## src/rtl/fc_seq_pkg.sv

```systemverilog
// Shared types for the fc chain sequencer: FSM state encoding and pass counter width.
package fc_seq_pkg;

    localparam int unsigned PASS_CNT_W = 16;

    typedef enum logic [2:0] {
        IDLE,
        FWD_ISSUE,
        FWD_WAIT,
        BWD_ISSUE,
        BWD_WAIT,
        DONE
    } seq_state_t;

endpackage

```

## src/rtl/fc_seq_osc_div.sv

```systemverilog
// Clock-enable square wave: toggles every OSC_DIV enabled cycles, held at 0 and
// divider cleared whenever the enable is low.
module fc_seq_osc_div #(
    parameter int unsigned OSC_DIV = 4
) (
    input  logic clk_in,
    input  logic rst_in,
    input  logic en_in,
    output logic osc_out
);

    localparam int unsigned CW = (OSC_DIV > 1) ? $clog2(OSC_DIV) : 1;

    logic [CW-1:0] cnt_q, cnt_d;
    logic          osc_q, osc_d;

    always_comb begin
        cnt_d = cnt_q;
        osc_d = osc_q;
        if (!en_in) begin
            cnt_d = '0;
            osc_d = 1'b0;
        end else if (cnt_q == CW'(OSC_DIV - 1)) begin
            cnt_d = '0;
            osc_d = ~osc_q;
        end else begin
            cnt_d = cnt_q + 1'b1;
        end
    end

    always_ff @(posedge clk_in) begin
        if (rst_in) begin
            cnt_q <= '0;
            osc_q <= 1'b0;
        end else begin
            cnt_q <= cnt_d;
            osc_q <= osc_d;
        end
    end

    assign osc_out = osc_q;

endmodule

```

## src/rtl/fc_chain_sequencer.sv

```systemverilog
// Forward (and optionally backward) sweep sequencer over a chain of fc layers.
// Define FC_SEQ_WATCHDOG_EN to add a per-wait watchdog that flags err_out and ends the pass.
module fc_chain_sequencer
    import fc_seq_pkg::*;
#(
    parameter int unsigned NUM_LAYERS = 2,
    parameter int unsigned OSC_DIV    = 4,
    parameter int unsigned WD_CYCLES  = 65535
) (
    input  logic                          clk_in,
    input  logic                          rst_in,
    input  logic                          start_in,
    input  logic                          train_in,
    input  logic [NUM_LAYERS-1:0]         layer_done_in,
    output logic [NUM_LAYERS-1:0]         fd_prop_out,
    output logic [NUM_LAYERS-1:0]         bk_prop_out,
    output logic                          oscillator_out,
    output logic                          busy_out,
    output logic                          done_out,
    output logic [$clog2(NUM_LAYERS):0]   cur_layer_out,
    output logic [PASS_CNT_W-1:0]         pass_cnt_out,
    output logic                          err_out
);

    localparam int unsigned LW = $clog2(NUM_LAYERS) + 1;

    if (NUM_LAYERS < 1 || OSC_DIV < 1 || WD_CYCLES < 1) begin : g_param_err
        $error("fc_chain_sequencer: NUM_LAYERS, OSC_DIV and WD_CYCLES must be >= 1");
    end

    function automatic logic [NUM_LAYERS-1:0] layer_bit(input logic [LW-1:0] idx);
        return NUM_LAYERS'(1) << idx;
    endfunction

    seq_state_t              state_q, state_d;
    logic [LW-1:0]           layer_q, layer_d;
    logic                    train_q, train_d;
    logic [NUM_LAYERS-1:0]   fd_q, fd_d, bk_q, bk_d;
    logic                    busy_q, busy_d, done_q, done_d, err_q, err_d;
    logic [PASS_CNT_W-1:0]   pass_cnt_q, pass_cnt_d;
    logic                    act_done, wd_expire;

    // Only the layer currently being waited on may complete the wait.
    assign act_done = |(layer_done_in & layer_bit(layer_q));

`ifdef FC_SEQ_WATCHDOG_EN
    localparam int unsigned WDW = $clog2(WD_CYCLES + 1);
    logic [WDW-1:0] wd_cnt_q, wd_cnt_d;

    assign wd_expire = (wd_cnt_q == WDW'(WD_CYCLES - 1));

    always_comb begin
        wd_cnt_d = '0;
        if (state_q == FWD_WAIT || state_q == BWD_WAIT) wd_cnt_d = wd_cnt_q + 1'b1;
    end

    always_ff @(posedge clk_in) begin
        if (rst_in) wd_cnt_q <= '0;
        else        wd_cnt_q <= wd_cnt_d;
    end
`else
    assign wd_expire = 1'b0;
`endif

    always_comb begin
        state_d    = state_q;
        layer_d    = layer_q;
        train_d    = train_q;
        fd_d       = '0;
        bk_d       = '0;
        done_d     = 1'b0;
        pass_cnt_d = pass_cnt_q;
        err_d      = err_q;
        case (state_q)
            IDLE: begin
                if (start_in) begin
                    state_d = FWD_ISSUE;
                    layer_d = '0;
                    train_d = train_in;
                    err_d   = 1'b0;
                    fd_d    = layer_bit('0);
                end
            end
            FWD_ISSUE: state_d = FWD_WAIT;
            FWD_WAIT: begin
                if (act_done) begin
                    if (layer_q < LW'(NUM_LAYERS - 1)) begin
                        state_d = FWD_ISSUE;
                        layer_d = layer_q + 1'b1;
                        fd_d    = layer_bit(layer_q + 1'b1);
                    end else if (train_q) begin
                        state_d = BWD_ISSUE;
                        bk_d    = layer_bit(layer_q);
                    end else begin
                        state_d = DONE;
                    end
                end else if (wd_expire) begin
                    state_d = DONE;
                    err_d   = 1'b1;
                end
            end
            BWD_ISSUE: state_d = BWD_WAIT;
            BWD_WAIT: begin
                if (act_done) begin
                    if (layer_q != '0) begin
                        state_d = BWD_ISSUE;
                        layer_d = layer_q - 1'b1;
                        bk_d    = layer_bit(layer_q - 1'b1);
                    end else begin
                        state_d = DONE;
                    end
                end else if (wd_expire) begin
                    state_d = DONE;
                    err_d   = 1'b1;
                end
            end
            DONE: begin
                state_d = IDLE;
                layer_d = '0;
            end
            default: state_d = IDLE;
        endcase
        // DONE lasts exactly one cycle, so entering it is the single pass-end event.
        if (state_d == DONE) begin
            done_d     = 1'b1;
            pass_cnt_d = pass_cnt_q + 1'b1;
        end
        busy_d = (state_d != IDLE) && (state_d != DONE);
    end

    always_ff @(posedge clk_in) begin
        if (rst_in) begin
            state_q    <= IDLE;
            layer_q    <= '0;
            train_q    <= 1'b0;
            fd_q       <= '0;
            bk_q       <= '0;
            busy_q     <= 1'b0;
            done_q     <= 1'b0;
            pass_cnt_q <= '0;
            err_q      <= 1'b0;
        end else begin
            state_q    <= state_d;
            layer_q    <= layer_d;
            train_q    <= train_d;
            fd_q       <= fd_d;
            bk_q       <= bk_d;
            busy_q     <= busy_d;
            done_q     <= done_d;
            pass_cnt_q <= pass_cnt_d;
            err_q      <= err_d;
        end
    end

    fc_seq_osc_div #(
        .OSC_DIV(OSC_DIV)
    ) u_osc_div (
        .clk_in (clk_in),
        .rst_in (rst_in),
        .en_in  (busy_q),
        .osc_out(oscillator_out)
    );

    assign fd_prop_out   = fd_q;
    assign bk_prop_out   = bk_q;
    assign busy_out      = busy_q;
    assign done_out      = done_q;
    assign cur_layer_out = layer_q;
    assign pass_cnt_out  = pass_cnt_q;
    assign err_out       = err_q;

endmodule
```

## config.mk

```make
export PLATFORM = sky130hd
export DESIGN_NAME = fc_chain_sequencer
export DESIGN_NICKNAME = d
export VERILOG_FILES = /design/src/rtl/fc_seq_pkg.sv /design/src/rtl/fc_seq_osc_div.sv /design/src/rtl/fc_chain_sequencer.sv
export SDC_FILE = /design/constraint.sdc
export NUM_CORES = 1
export LEC_CHECK = 0
export CORE_MARGIN = 8
export CORE_UTILIZATION = 45
export DETAILED_ROUTE_END_ITERATION = 10
export MAX_ROUTING_LAYER = met4
export PLACE_DENSITY = 0.72
export SYNTH_ARGS = -nofsm -noshare
export SYNTH_HDL_FRONTEND = slang
export SYNTH_HIERARCHICAL = 1
export SYNTH_SLANG_ARGS = --single-unit
export TNS_END_PERCENT = 5
```

## constraint.sdc

```tcl
create_clock -name clk_in -period 2.2 [get_ports clk_in]
set_input_delay 0.33 -clock clk_in [delete_from_list [all_inputs] [get_ports clk_in]]
set_output_delay 0.33 -clock clk_in [all_outputs]
set_load 0.02 [all_outputs]
```

Yosys cells after proc, flatten, opt, wreduce, memory -nomap -nowiden
Index checks and enable logic that the tools add are counted.

Bits in registers: 31. Input port bits: 6.

Add/sub/neg operators: 4. Order comparisons: 1. Equality and inequality tests: 13. Shift-type cells: 3. Mux-type cells: 24. Bitwise gates (word level): 3. Reduce and logical (&&, ||, !) cells: 10.

Operators with widths (number): $mux 2 (12); $mux 3 (6); $add 16x1->16 const B (1); $pmux 3 s5 (1); $ne 2x2->1 const B (5); $eq 3x3->1 const B (3); $pmux 2 s2 (2); $pmux 2 s4 (1); $eq 3x2->1 const B (2); $reduce_and 6->1 (1); $shl 1x2->2 const A (3); $add 2x1->2 const B (2); $reduce_bool 4->1 (1); $reduce_or 2->1 (2); $eq 3x1->1 const B (1); $logic_not 3->1 (1); $ne 3x3->1 const B (1); $reduce_bool 3->1 (1); $reduce_or 3->1 (1); $and 2x2->2 (1); $eq 2x2->1 const B (1); $lt 2x1->1 const B (1); $mux 1 (2); $not 1->1 (2); other kinds (4) (4).

Depth between registers and ports, before layout
Gate-level depths: netlist of the first run.

Word-level depth: 7. Depth in mapped cells: 8.

By module
The synthesis of the first run kept the hierarchy.

By module, submodules not included: fc_chain_sequencer (times used 1, cells an instance 167, area each 1431.4 sq um); fc_seq_osc_div (times used 1, cells an instance 9, area each 116.4 sq um).

Worst setup path before layout of the first run
OpenSTA, ideal clock, no wires.

Kind: flip-flop to flip-flop. From: register layer_q[0], in the netlist cur_layer_out[0]. To: register pass_cnt_q[15], in the netlist pass_cnt_out[15]. Setup time: 0.132 ns. Arrival time: 2.265 ns. Setup slack: -0.197 ns. Stages on the path, launching flop included: 9. Buffers on the path: 1. Period minus slack after synthesis: 2.397 ns. Cells stage by stage: dfxtp_1 inv_1 ha_1 nand3b_1 mux2i_1 or4_4 buf_6 o41ai_1 a21oi_1.

Cells in the longest elaborated chain, start to end: 6. Elaborated cells on any way between the ends: 11. Classes of those cells: 1 x order compare; 1 x eq/ne; 1 x shift; 5 x mux; 1 x bitwise; 2 x reduce/logical.

RTL lines: start, declared (RTL line fc_chain_sequencer.sv:36) `logic [LW-1:0] layer_q, layer_d;`; start signal, assigned (RTL line fc_chain_sequencer.sv:144) `layer_q <= layer_d;`; $shl 1x2->2 (RTL line fc_chain_sequencer.sv:32) `return NUM_LAYERS'(1) << idx;`; $and 2x2->2 (RTL line fc_chain_sequencer.sv:44) `assign act_done = |(layer_done_in & layer_bit(layer_q));`; $reduce_or 2->1 (RTL line fc_chain_sequencer.sv:44); $mux 3 (on tied branches) (RTL line fc_chain_sequencer.sv:104, fc_chain_sequencer.sv:86); $pmux 3 s5 (*) (RTL line fc_chain_sequencer.sv:74) `case (state_q)`; $eq 3x3->1 (*) (RTL line fc_chain_sequencer.sv:124) `if (state_d == DONE) begin`; end signal, assigned (RTL line fc_chain_sequencer.sv:150) `pass_cnt_q <= pass_cnt_d;`; end, declared (RTL line fc_chain_sequencer.sv:40) `logic [PASS_CNT_W-1:0] pass_cnt_q, pass_cnt_d;`.

Mark *: on every way between the ends. The rest lies on a longest branch, timed or not. A chain may end at the register's enable or synchronous reset.

Worst setup path in the final report of the first run
From: register layer_q[1], in the netlist cur_layer_out[1]. To: register pass_cnt_q[9], in the netlist pass_cnt_out[9].

Same word-level chain as after synthesis.

==> results of run 1 <==
-- path summary, 6_finish.rpt --
kind / to / slack [ns] / cells after the start
max: pass_cnt_out[9] / -0.07 / 7
min: u_osc_div/cnt_q[0] / 0.45 / 1
max reg2reg: pass_cnt_out[9] / -0.07 / 7
min reg2reg: u_osc_div/cnt_q[0] / 0.45 / 1
-- registers in the layout, indices dropped and copies added, names as in the netlist --
signal / cells
busy_out: 1
state_q: 3
train_q: 1
u_osc_div/osc_out: 1
u_osc_div/cnt_q: 2
bk_prop_out: 2
fd_prop_out: 2
cur_layer_out: 2
done_out: 1
pass_cnt_out: 16
-- cells by family after synthesis --
kind of cell / after synthesis / synth area share
muxes: 4 / 0.0259
and+or+nand+nor: 78 / 0.286
buffers and inverters: 16 / 0.0542
DFF: 31 / 0.401
xor gates and xnor gates: 9 / 0.0509
adders and majority gates: 7 / 0.0566
AOI/OAI and AO/OA: 30 / 0.123
other: 1 / 0.00242
-- per-stage QoR --
stage          total power [mW]  cell area (um2)  worst slack, ns  std cells
5_1_grt                    1.08             2060           -0.161        269
3_5_place_dp              0.731             1980           -0.330        257
4_1_cts                    1.04             2060          -0.0488        269
3_3_place_gp              0.726             1980           -0.234        257
2_1_floorplan             0.680             1560          0.00197        176
6_report                   1.04             2060          -0.0651        269
-- cell usage in the layout, fill, tap and decap left out, drive strengths merged, types with 4 or more instances in the layout --
| cell type | n |
|---|---|
| dfxtp | 31 |
| clkdlybuf4s50 | 30 |
| buf | 19 |
| nor2 | 17 |
| nand2 | 13 |
| a21oi | 10 |
| xnor2 | 8 |
| nor4 | 8 |
| nand3 | 8 |
| ha | 7 |
| clkbuf | 7 |
| o21ai | 7 |
| nor3 | 6 |
| inv | 5 |
| mux2i | 4 |
| or3 | 4 |
-- worst max-delay path, delay by kind of cell, from the launching register on --
family | cells | cell delay, ns
AND/OR/NAND/NOR | 2 | 1.08
flip-flops | 1 | 0.35
adder cells (fa/ha/maj) | 1 | 0.20
AO/OA/AOI/OAI | 3 | 0.51
buffers and inverters | 1 | 0.07
-- metal layers --
| layer | vias to the layer above | global-route usage | wire (um) |
|---|---|---|---|
| li1 | 728 | - | - |
| met1 | 668 | 0.183 | 1650 |
| met2 | 50 | 0.249 | 1870 |
| met3 | 6 | 0.0386 | 246 |
| met4 | 0 | 0.0630 | 78 |
| met5 | - | - | 0 |
-- power by group through the flow --
stage / Sequential (mW) / Clock [mW] / Combinational, mW
after global placement: 0.596 / 0 / 0.130
after global routing: 0.587 / 0.342 / 0.150
after floorplan: 0.601 / 0 / 0.0789
final: 0.585 / 0.315 / 0.139
after CTS: 0.584 / 0.320 / 0.137
after detailed placement: 0.597 / 0 / 0.134
-- timing repair --
action,in CTS,in global routing
cloned,1,0
buffers inserted,3,0
resized for setup,2,0
pin swaps,3,0
endpoints found under the setup margin,6,6
-- layout make-up --
class,count,area [um2]
clock inverter,1,5.00
sequential,31,628
multi-input combinational,130,865
clock buffer,7,45.0
fill,310,1250
tap,46,57.6
inverter,5,18.8
timing repair buffer,49,443
==> results.md, run 1 <==
- Synth area leaders: dfxtp_1, ha_1, xnor2_1, nor2_1, a21oi_1
- Ys async rst share: 0
- Status: complete, but fails checks
- RSZ-0062 raised after global routing: true
- Setup Viol. Count Final: 5
- Fin Hold WS: between 0.4 and 0.5 ns
- Total negative slack: -0.203 ns
- Worst flop-to-flop path startpoint: cur_layer_out[1]
- Worst-path maximum fanout: 4
- Most frequent cell after synthesis: dfxtp_1
- Crit-path slowest cell: or4_2
- Internal power: 0.757 mW
- # diodes: 0
- Total GRT Usage: 0.156
- Post-synth net total: around 190
- Slew Viols, Final: 0
- Area of the mapped netlist: 1550 um2
- Die area: 5570 um2
- DIE WIDTH: 74.6 um
- Initial antenna violation count: 0
- Startpoint types: register
- WL/cell: ~14 um
- Remaining antenna violation count: 0
- # rows: 21
- Hold/Removal Path Class: reg -> reg
- Worst path cell trace: inv_2, ha_2, a22oi_1, o22a_1, or4_2, or3_1, a21oi_1
- Vias in the first global route: around 1.4k
- Switching power: ~0.28 mW
- Max IR drop VDD: 0.000374 V
- Ys flop type: dfxtp_1
- Drt first-iter violations: just under 100
- Drt drc: 0
- CP Capture Type: register
- Initial Util: 0.467
- Mapped Cells: 176
- Core area: roughly 3300 um2
- Max Freq: approximately 0.44 GHz
- Clk_lat worst skew: roughly 0.32 ns
- Synthesized area per cell: between 8 and 9 um2
- Req. time, crit path: ~2.5 ns
- Gr ovfl total: 0
- Minimum clock period: about 2.3 ns
- I/O pin count: 32
- Power per standard cell area: between 500 and 600 nW/um2
- RePlAce Congestion: slightly above 0.8
- Clock Tree Root: clkbuf_4
- Leading area contributor after synthesis: dfxtp_1
- CP max stage delay: 0.69 ns
- Fraction of layout cells with a size suffix above 1: 0.170
- Arrival time at the worst endpoint: 2.53 ns
- Clock buffer depth: 2
- Sw Share: 0.272
- Final worst setup slack: -0.0651 ns
- Hold violation count in the final report: 0
- Register bit total from synthesis: 31
- Post-synth EDFFs: 0
- Via count: approximately 1.5k
- Worst-path clk slew: roughly 0.10 ns
- Clock Skew: around 0.011 ns
- Pin count of the biggest net entering global routing: 24
- Hold buffers post-CTS: 0
- Failing checks: setup timing
- Die height: around 75 um
- Clock group share of total power: 0.304
- First-pass GRT wire length: around 6600 um
- Syn-to-layout area delta: 33.2%
- Sequential area share after synthesis: 0.401
- CTS tree: yes
- Synth cell types: 46
- Post-DP HPWL: 2750 um
- IO Port Bufs: 30
- Lkg Pwr: between 0.7 and 0.8 nW
- Post-synth top cells: dfxtp_1, nor2_1, nand2_1
- Source of the worst hold timing path: u_osc_div/cnt_q[0]
- Combinational share of power: 0.133
- Final Util: 0.623
- Htree depth: 2
- CP Class: reg -> reg
- CTS sink count: 31
- Num CTS Buffers: 5
- Period Utilization, post-route: 1.03
- Worst setup startpoint: cur_layer_out[1]
- Max-cap violations: 0
- Synth warn: 6
- Reg power frac: 0.563
- First-pass DRT Iterations: 4
- Via density: 5.40
- Post-synth top area share: 0.401
- Post-Route WL: between 3000 and 4000 um
- Post-layout nets: 235
Power figures use the tool's default switching activity.
==> inputs of run 2 (changes only) <==
--- a/config.mk
+++ b/config.mk
@@ -6,10 +6,12 @@
 export NUM_CORES = 1
 export LEC_CHECK = 0
 export CORE_MARGIN = 8
-export CORE_UTILIZATION = 45
+export CORE_UTILIZATION = 47
+export CTS_BUF_LIST = sky130_fd_sc_hd__clkbuf_4
 export DETAILED_ROUTE_END_ITERATION = 10
 export MAX_ROUTING_LAYER = met4
-export PLACE_DENSITY = 0.72
+export PLACE_DENSITY = 0.75
+export SKIP_LAST_GASP = 1
 export SYNTH_ARGS = -nofsm -noshare
 export SYNTH_HDL_FRONTEND = slang
 export SYNTH_HIERARCHICAL = 1
==> run 2 against run 1 <==
  * The run still ends with setup timing left
  * First-iteration DRC count shrank 14%
  * Total power grew 12%
  * Sequential power is essentially flat
  * Register-to-register slack gained 0.03 ns
  * Non-clock buffer count grew 1
  * Sequential cell count is the same
  * Critical path depth is the same
  * Global-route usage grew 0.098 points
  * Critical path type unchanged
  * Largest cell class unchanged
  * Largest power group unchanged
==> results.md, run 2 (synthesized netlist as in run 1, its figures left out) <==
- Initial Util: 0.475 (+0.00754)
- # diodes: 0 (unchanged)
- Fraction of layout cells with a size suffix above 1: 0.206 (+0.0359)
- Sw Share: 0.253 (-0.0183)
- Placed cell count: 257 (unchanged)
- IO Port Bufs: 30 (unchanged)
- # rows: 21 (unchanged)
- Worst Hold Path EP: u_osc_div/cnt_q[0]
- Htree depth: 2 (unchanged)
- CP Capture Type: register
- WL/cell: 15.0 um (+4.9%)
- Drt first-iter violations: 84 (-14%)
- Clock Tree Root: clkbuf_4
- GR Util met1: 0.166 (-0.0169)
- Worst flop-to-flop path startpoint: cur_layer_out[0]
- Power per standard cell area: 540 nW/um2 (+7.1%)
- Most frequent cells in the layout: clkdlybuf4s50_1, dfxtp_1, buf_4
- M3 GR Usage: 0.0573 (+0.0187)
- RSZ-0062 raised after global routing: true
- Setup Viol. Count Final: 5 (unchanged)
- Max IR drop VDD: 0.000602 V (+61%)
- Pin count of the biggest net entering global routing: 33 (+38%)
- Switching power: 0.295 mW (+4.6%)
- RePlAce Congestion: 0.931 (+14%)
- Req. time, crit path: 2.48 ns (about the same)
- Commonest non-fill, non-tap cell in the layout: clkdlybuf4s50_1
- Minimum clock period: 2.23 ns (-0.0343 ns)
- Clock buffer depth: 2 (unchanged)
- Initial antenna violation count: 0 (unchanged)
- Status: complete, but fails checks
- Depth of the worst register-to-register path: 7 (unchanged)
- Total GRT Usage: 0.157 (+0.000976)
- Post-Route WL: 4040 um (+4.9%)
- Clock group share of total power: 0.373 (+0.069)
- Post-layout nets: 235 (unchanged)
- Final Power: 1.16 mW (+12%)
- Worst R2R Setup Slack: -0.03 ns (+0.03 ns)
- Post-DP HPWL: 2710 um (-1.5%)
- Crit Reg-Reg Endpoint: pass_cnt_out[15]
- Finished Cell Area: 2160 um2 (+4.7%)
- I/O pin count: 32 (unchanged)
- Placed inst area: 1980 um2 (unchanged)
- Die height: 73.4 um (-1.7%)
- Met2 Use GR: 0.261 (+0.0124)
- Clk_lat worst skew: 0.34 ns (+0.02 ns)
- CP Class: reg -> reg
- Arrival time at the worst endpoint: 2.51 ns (-0.02 ns)
- Via count: 1474 (+1.5%)
- Die area: 5390 um2 (-3.3%)
- Multi-input logic area: 906 um2 (+4.8%)
- Max Freq: 0.448 GHz (+1.5%)
- Internal power: 0.870 mW (+15%)
- Worst hold path depth: 1 (unchanged)
- Global route hottest layer: met2
- Worst-path maximum fanout: 5 (+1)
- First-pass GRT wire length: 6590 um (-0.21%)
- CTS sink count: 31 (unchanged)
- Core area: 3260 um2 (-1.6%)
- Hold/Removal Path Class: reg -> reg
- First-pass DRT Iterations: 4 (unchanged)
- Gr ovfl total: 0 (unchanged)
- Max-cap violations: 0 (unchanged)
- Hold buffers post-CTS: 0 (unchanged)
- Reg power frac: 0.501 (-0.062)
- Fillcell total: 286 (-7.7%)
- Final worst setup slack: -0.0308 ns (+0.0343 ns)
- Sequential cell area: 628 um2 (unchanged)
- Failing checks: setup timing
- Total negative slack: -0.0866 ns (+0.116 ns)
- Syn-to-layout area delta: 39.5%
- Startpoint types: register
- CTS tree: yes
- DIE WIDTH: 73.4 um (-1.7%)
- Clock Skew: 0.0118 ns (+0.000551 ns)
- Hold violation count in the final report: 0 (unchanged)
- Drt drc: 0 (unchanged)
- Worst-path clk slew: 0.10 ns (about the same)
- Combinational share of power: 0.125 (-0.008)
- Via density: 5.48 (+1.5%)
- Period Utilization, post-route: 1.01 (-0.0156)
- Lkg Pwr: 0.745 nW (+4.0%)
- Non-Filler Instances: 269 (unchanged)
- Remaining antenna violation count: 0 (unchanged)
- Num CTS Buffers: 5 (unchanged)
- Largest register FFs: 16 (unchanged)
- Source of the worst hold timing path: u_osc_div/cnt_q[0]
- Slew Viols, Final: 0 (unchanged)
- Vias in the first global route: 1532 (+7.3%)
## run 2: cell types whose count changed in the layout (fill, tap and decap cells not counted), moves of 2 or more
cell	delta
a21oi_1	-3
a21oi_2	+3
clkbuf_1	-2
ha_2	-2
ha_4	+2
inv_2	-2
inv_4	+2
or3_1	-2
or3_4	+2
## run 2: timing repair
action | CTS | global route
pin swaps | 2 | 8
buffers inserted | 2 | 2
gates resized for setup | 4 | 10
setup endpoints to repair | 3 | 6
## run 2: per-layer routing
metal	wire (um)	vias to the layer above
met5	0	-
li1	-	721
met2	2050	50
met4	43	0
met3	249	5
met1	1690	698
## run 2: how the worst max path moves through the flow
stage                           startpoint               end  slack [ns]  cells after the start
final                     cur_layer_out[0]  pass_cnt_out[15]       -0.03                      7
after global routing      cur_layer_out[0]  pass_cnt_out[15]       -0.06                      7
after CTS                 cur_layer_out[1]  pass_cnt_out[11]       0.005                      8
after detailed placement  layer_done_in[1]  pass_cnt_out[15]       -0.29                      6
after global placement    layer_done_in[1]  pass_cnt_out[13]       -0.22                      6
after floorplan           cur_layer_out[0]  pass_cnt_out[11]       0.002                      8
## run 2: cell type report
type,count,share of cell area
Sequential cell,31,0.291
Inverter,5,0.0110
Clock buffer,5,0.0174
Timing Repair Buffer,50,0.216
Tap cell,46,0.0267
Clock inverter,3,0.0180
Multi-Input combinational cell,129,0.420
## run 2: critical path: stages (launching register included)
cell	delay, ns
dfxtp_4	0.40
inv_4	0.05
ha_4	0.17
nand3b_1	0.22
mux2i_2	0.20
or4_4	0.49
or4b_1	0.49
a21oi_1	0.14
## run 2: power groups by stage
stage | sequential, mW | combinational [mW] | clock, mW
CTS | 0.583 | 0.136 | 0.439
global placement | 0.595 | 0.131 | 0
floorplan | 0.601 | 0.0789 | 0
finish | 0.584 | 0.146 | 0.435
detailed placement | 0.596 | 0.133 | 0
global route | 0.586 | 0.158 | 0.471
## run 2: per-stage QoR
stage                     utilization  hold WS, ns  setup slack [ns]
after floorplan                     -        0.402           0.00197
after global placement          0.606        0.413            -0.222
after detailed placement        0.606        0.425            -0.288
after CTS                       0.646        0.439           0.00507
after global routing            0.662        0.469           -0.0624
final                           0.662        0.433           -0.0308
==> inputs of run 3 (changes only) <==
--- a/config.mk
+++ b/config.mk
@@ -6,14 +6,13 @@
 export NUM_CORES = 1
 export LEC_CHECK = 0
 export CORE_MARGIN = 8
-export CORE_UTILIZATION = 47
+export CORE_UTILIZATION = 48
 export CTS_BUF_LIST = sky130_fd_sc_hd__clkbuf_4
 export DETAILED_ROUTE_END_ITERATION = 10
 export MAX_ROUTING_LAYER = met4
-export PLACE_DENSITY = 0.75
+export PLACE_DENSITY = 0.76
 export SKIP_LAST_GASP = 1
 export SYNTH_ARGS = -nofsm -noshare
 export SYNTH_HDL_FRONTEND = slang
-export SYNTH_HIERARCHICAL = 1
 export SYNTH_SLANG_ARGS = --single-unit
 export TNS_END_PERCENT = 5
==> run 3 against run 2 <==
  * Total power down 0.81%
  * Critical path type unchanged
  * The flow now finishes without violations
  * Critical endpoint is now pass_cnt_out[4]
  * Synthesized cell count shrank 4.5%
  * Final cell count is 7.8% lower
  * Worst setup slack gained 0.19 ns
  * Final area decreased by 6.1%
  * Core utilization shrank 4.5 points
  * Sequential cell count unchanged
  * Global-route usage fell by 0.48 points
==> results.md, run 3 <==
- RSZ-0062 raised after global routing: false
- # diodes: 0 (unchanged)
- Lkg Pwr: 0.724 nW (-2.7%)
- Htree depth: 2 (unchanged)
- Crit-path slowest cell: a22oi_1
- Post-Route WL: 3880 um (-3.8%)
- Hold buffers post-CTS: 0 (unchanged)
- Ys async rst share: 0 (unchanged)
- Startpoint types: register
- Post-DP HPWL: 2830 um (+4.5%)
- Req. time, crit path: 2.44 ns (-0.04 ns)
- Commonest non-fill, non-tap cell in the layout: dfxtp_1
- Post-synth top area share: 0.384 (-0.0174)
- Placed inst area: 1950 um2 (-1.3%)
- Sequential cell area: 621 um2 (-1.2%)
- Most frequent cells in the layout: dfxtp_1, clkdlybuf4s50_1, nor2_1
- First-pass GRT wire length: 6280 um (-4.7%)
- Minimum clock period: 2.04 ns (-0.188 ns)
- Total GRT Usage: 0.152 (-0.00484)
- Die height: 74.1 um (+0.91%)
- Drt drc: 0 (unchanged)
- Status: finished clean
- Initial Util: 0.493 (+0.0175)
- Post-synth EDFFs: 0 (unchanged)
- Non-Filler Instances: 248 (-7.8%)
- CTS tree: yes
- Sequential area share after synthesis: 0.384 (-0.0174)
- Via density: 5.54 (+1.1%)
- Worst-path clk slew: 0.09 ns (about the same)
- Finished Cell Area: 2030 um2 (-6.1%)
- Slew HR: 0.626
- I/O pin count: 32 (unchanged)
- Drt first-iter violations: 64 (-24%)
- RePlAce Congestion: 0.896 (-3.8%)
- # rows: 21 (unchanged)
- Remaining antenna violation count: 0 (unchanged)
- Max IR drop VDD: 0.000306 V (-49%)
- Initial antenna violation count: 0 (unchanged)
- Max Freq: 0.490 GHz (+9.2%)
- Setup Viol. Count Final: 0 (-5)
- Core area: 3280 um2 (+0.81%)
- Leading area contributor after synthesis: dfxtp_1
- Num CTS Buffers: 5 (unchanged)
- Register bit total from synthesis: 31 (unchanged)
- WL/cell: 15.7 um (+4.3%)
- IO Port Bufs: 30 (unchanged)
- # resized after CTS: 0 (-4)
- Hold violation count in the final report: 0 (unchanged)
- Synthesized area per cell: 9.63 um2 (+9.5%)
- Final Util: 0.617 (-0.0453)
- Most frequent cell after synthesis: dfxtp_1
- Die area: 5480 um2 (+1.8%)
- Hold/Removal Path Class: reg -> reg
- Vias in the first global route: 1331 (-13%)
- Placed cell count: 240 (-6.6%)
- Worst path cell trace: inv_1, ha_1, a22oi_1, o22ai_4, and4_1, xnor2_1, nor2_1
- Synth warn: 0 (-6)
- Max-cap violations: 0 (unchanged)
- Synth cell types: 49 (+6.5%)
- Post-synth net total: 181 (-4.2%)
- CTS sink count: 31 (unchanged)
- Clock Tree Root: clkbuf_4
- Arrival time at the worst endpoint: 2.28 ns (-0.23 ns)
- Post-CTS Setup Repair Bufs: 0 (-2)
- CP max stage delay: 0.48 ns (about the same)
- Fillcell total: 277 (-3.1%)
- Clk_lat worst skew: 0.34 ns (about the same)
- Worst-path maximum fanout: 6 (+1)
- Gr ovfl total: 0 (unchanged)
- Post-synth top cells: dfxtp_1, nor2_1, xnor2_1
- Syn-to-layout area delta: 25.3%
- CP Capture Type: register
- Clock buffer depth: 2 (unchanged)
- DIE WIDTH: 74.1 um (+0.91%)
- Total negative slack: 0 ns (+0.0866 ns)
- CP Class: reg -> reg
- WP buf/inv: 1 (unchanged)
- Via count: 1374 (-6.8%)
- Area of the mapped netlist: 1620 um2 (+4.5%)
- Synth area leaders: dfxtp_1, ha_1, xnor2_1, nor2_1, mux2i_1
- First-pass DRT Iterations: 4 (unchanged)
- Slew Viols, Final: 0 (unchanged)
- Post-layout nets: 214 (-8.9%)
- Pin count of the biggest net entering global routing: 18 (-45%)
- Clock Skew: 0.00579 ns (-0.00606 ns)
- Multi-input logic area: 920 um2 (+1.5%)
- Cell family with most CP delay: compound AO/OA/AOI/OAI gates
- Largest register FFs: 16 (unchanged)
- Fraction of layout cells with a size suffix above 1: 0.119 (-0.0875)
- Power per standard cell area: 570 nW/um2 (+5.6%)
- Ys flop type: dfxtp_1
- Period Utilization, post-route: 0.928 (-0.0855)
- Slew @ Worst Pin: 0.561 ns
- Mapped Cells: 168 (-4.5%)
==> run 3: cell count changes after synthesis, sizes merged, moves of 3 or more <==
| cell | delta |
|---|---|
| nand2 | -8 |
| and4 | +3 |
| nand4 | +4 |
| nor4 | -3 |
| a21oi | -3 |
| nor3 | -3 |
| and3 | +4 |
==> run 3: routing by layer <==
| layer | global-route usage | wire (um) |
|---|---|---|
| met1 | 0.171 | 1690 |
| met2 | 0.243 | 1890 |
| met3 | 0.0418 | 243 |
| met4 | 0.0710 | 62 |
| met5 | - | 0 |
==> run 3: per-stage QoR <==
| step | worst slack (ns) | hold slack, ns | total power [mW] |
|---|---|---|---|
| after floorplan | 0.195 | 0.408 | 0.692 |
| after global placement | 0.192 | 0.416 | 0.725 |
| after detailed placement | 0.157 | 0.444 | 0.731 |
| after CTS | 0.155 | 0.458 | 1.16 |
| after global routing | 0.0164 | 0.477 | 1.20 |
| final | 0.157 | 0.455 | 1.16 |
==> run 3: layout make-up <==
type,instances,share of cell area
inverters,6,0.0111
repair buffers,34,0.163
flip-flops and latches,31,0.306
well taps,46,0.0284
clock inverters,3,0.0191
clock buffers,5,0.0185
multi-input cells,123,0.454
==> run 3: cells by family (layout without fill, tap and decap cells) <==
logic type      Yosys count  count (layout)  share of synthesized area
fa+ha+maj                 7               7                     0.0541
xor+xnor                 11              11                     0.0712
mux                       7               7                     0.0487
compound gates           26              26                      0.115
other cells               1               1                    0.00232
flops                    31              31                      0.384
simple gates             71              71                      0.277
buf+inv                  14              48                     0.0479
==> run 3: path summary, 6_finish.rpt <==
path	start	slack, ns	end	depth (start not counted)
setup / recovery	cur_layer_out[1]	0.16	pass_cnt_out[4]	7
hold / removal	u_osc_div.cnt_q[0]	0.46	u_osc_div.cnt_q[0]	1
setup reg to reg	cur_layer_out[1]	0.16	pass_cnt_out[4]	7
hold reg to reg	u_osc_div.cnt_q[0]	0.46	u_osc_div.cnt_q[0]	1
==> run 3: where the power goes <==
part / total (mW) / leakage [nW] / internal (mW) / switching [mW]
registers: 0.594 / 0.251 / 0.573 / 0.0209
logic: 0.125 / 0.431 / 0.0585 / 0.0667
clock network: 0.436 / 0.0426 / 0.233 / 0.203
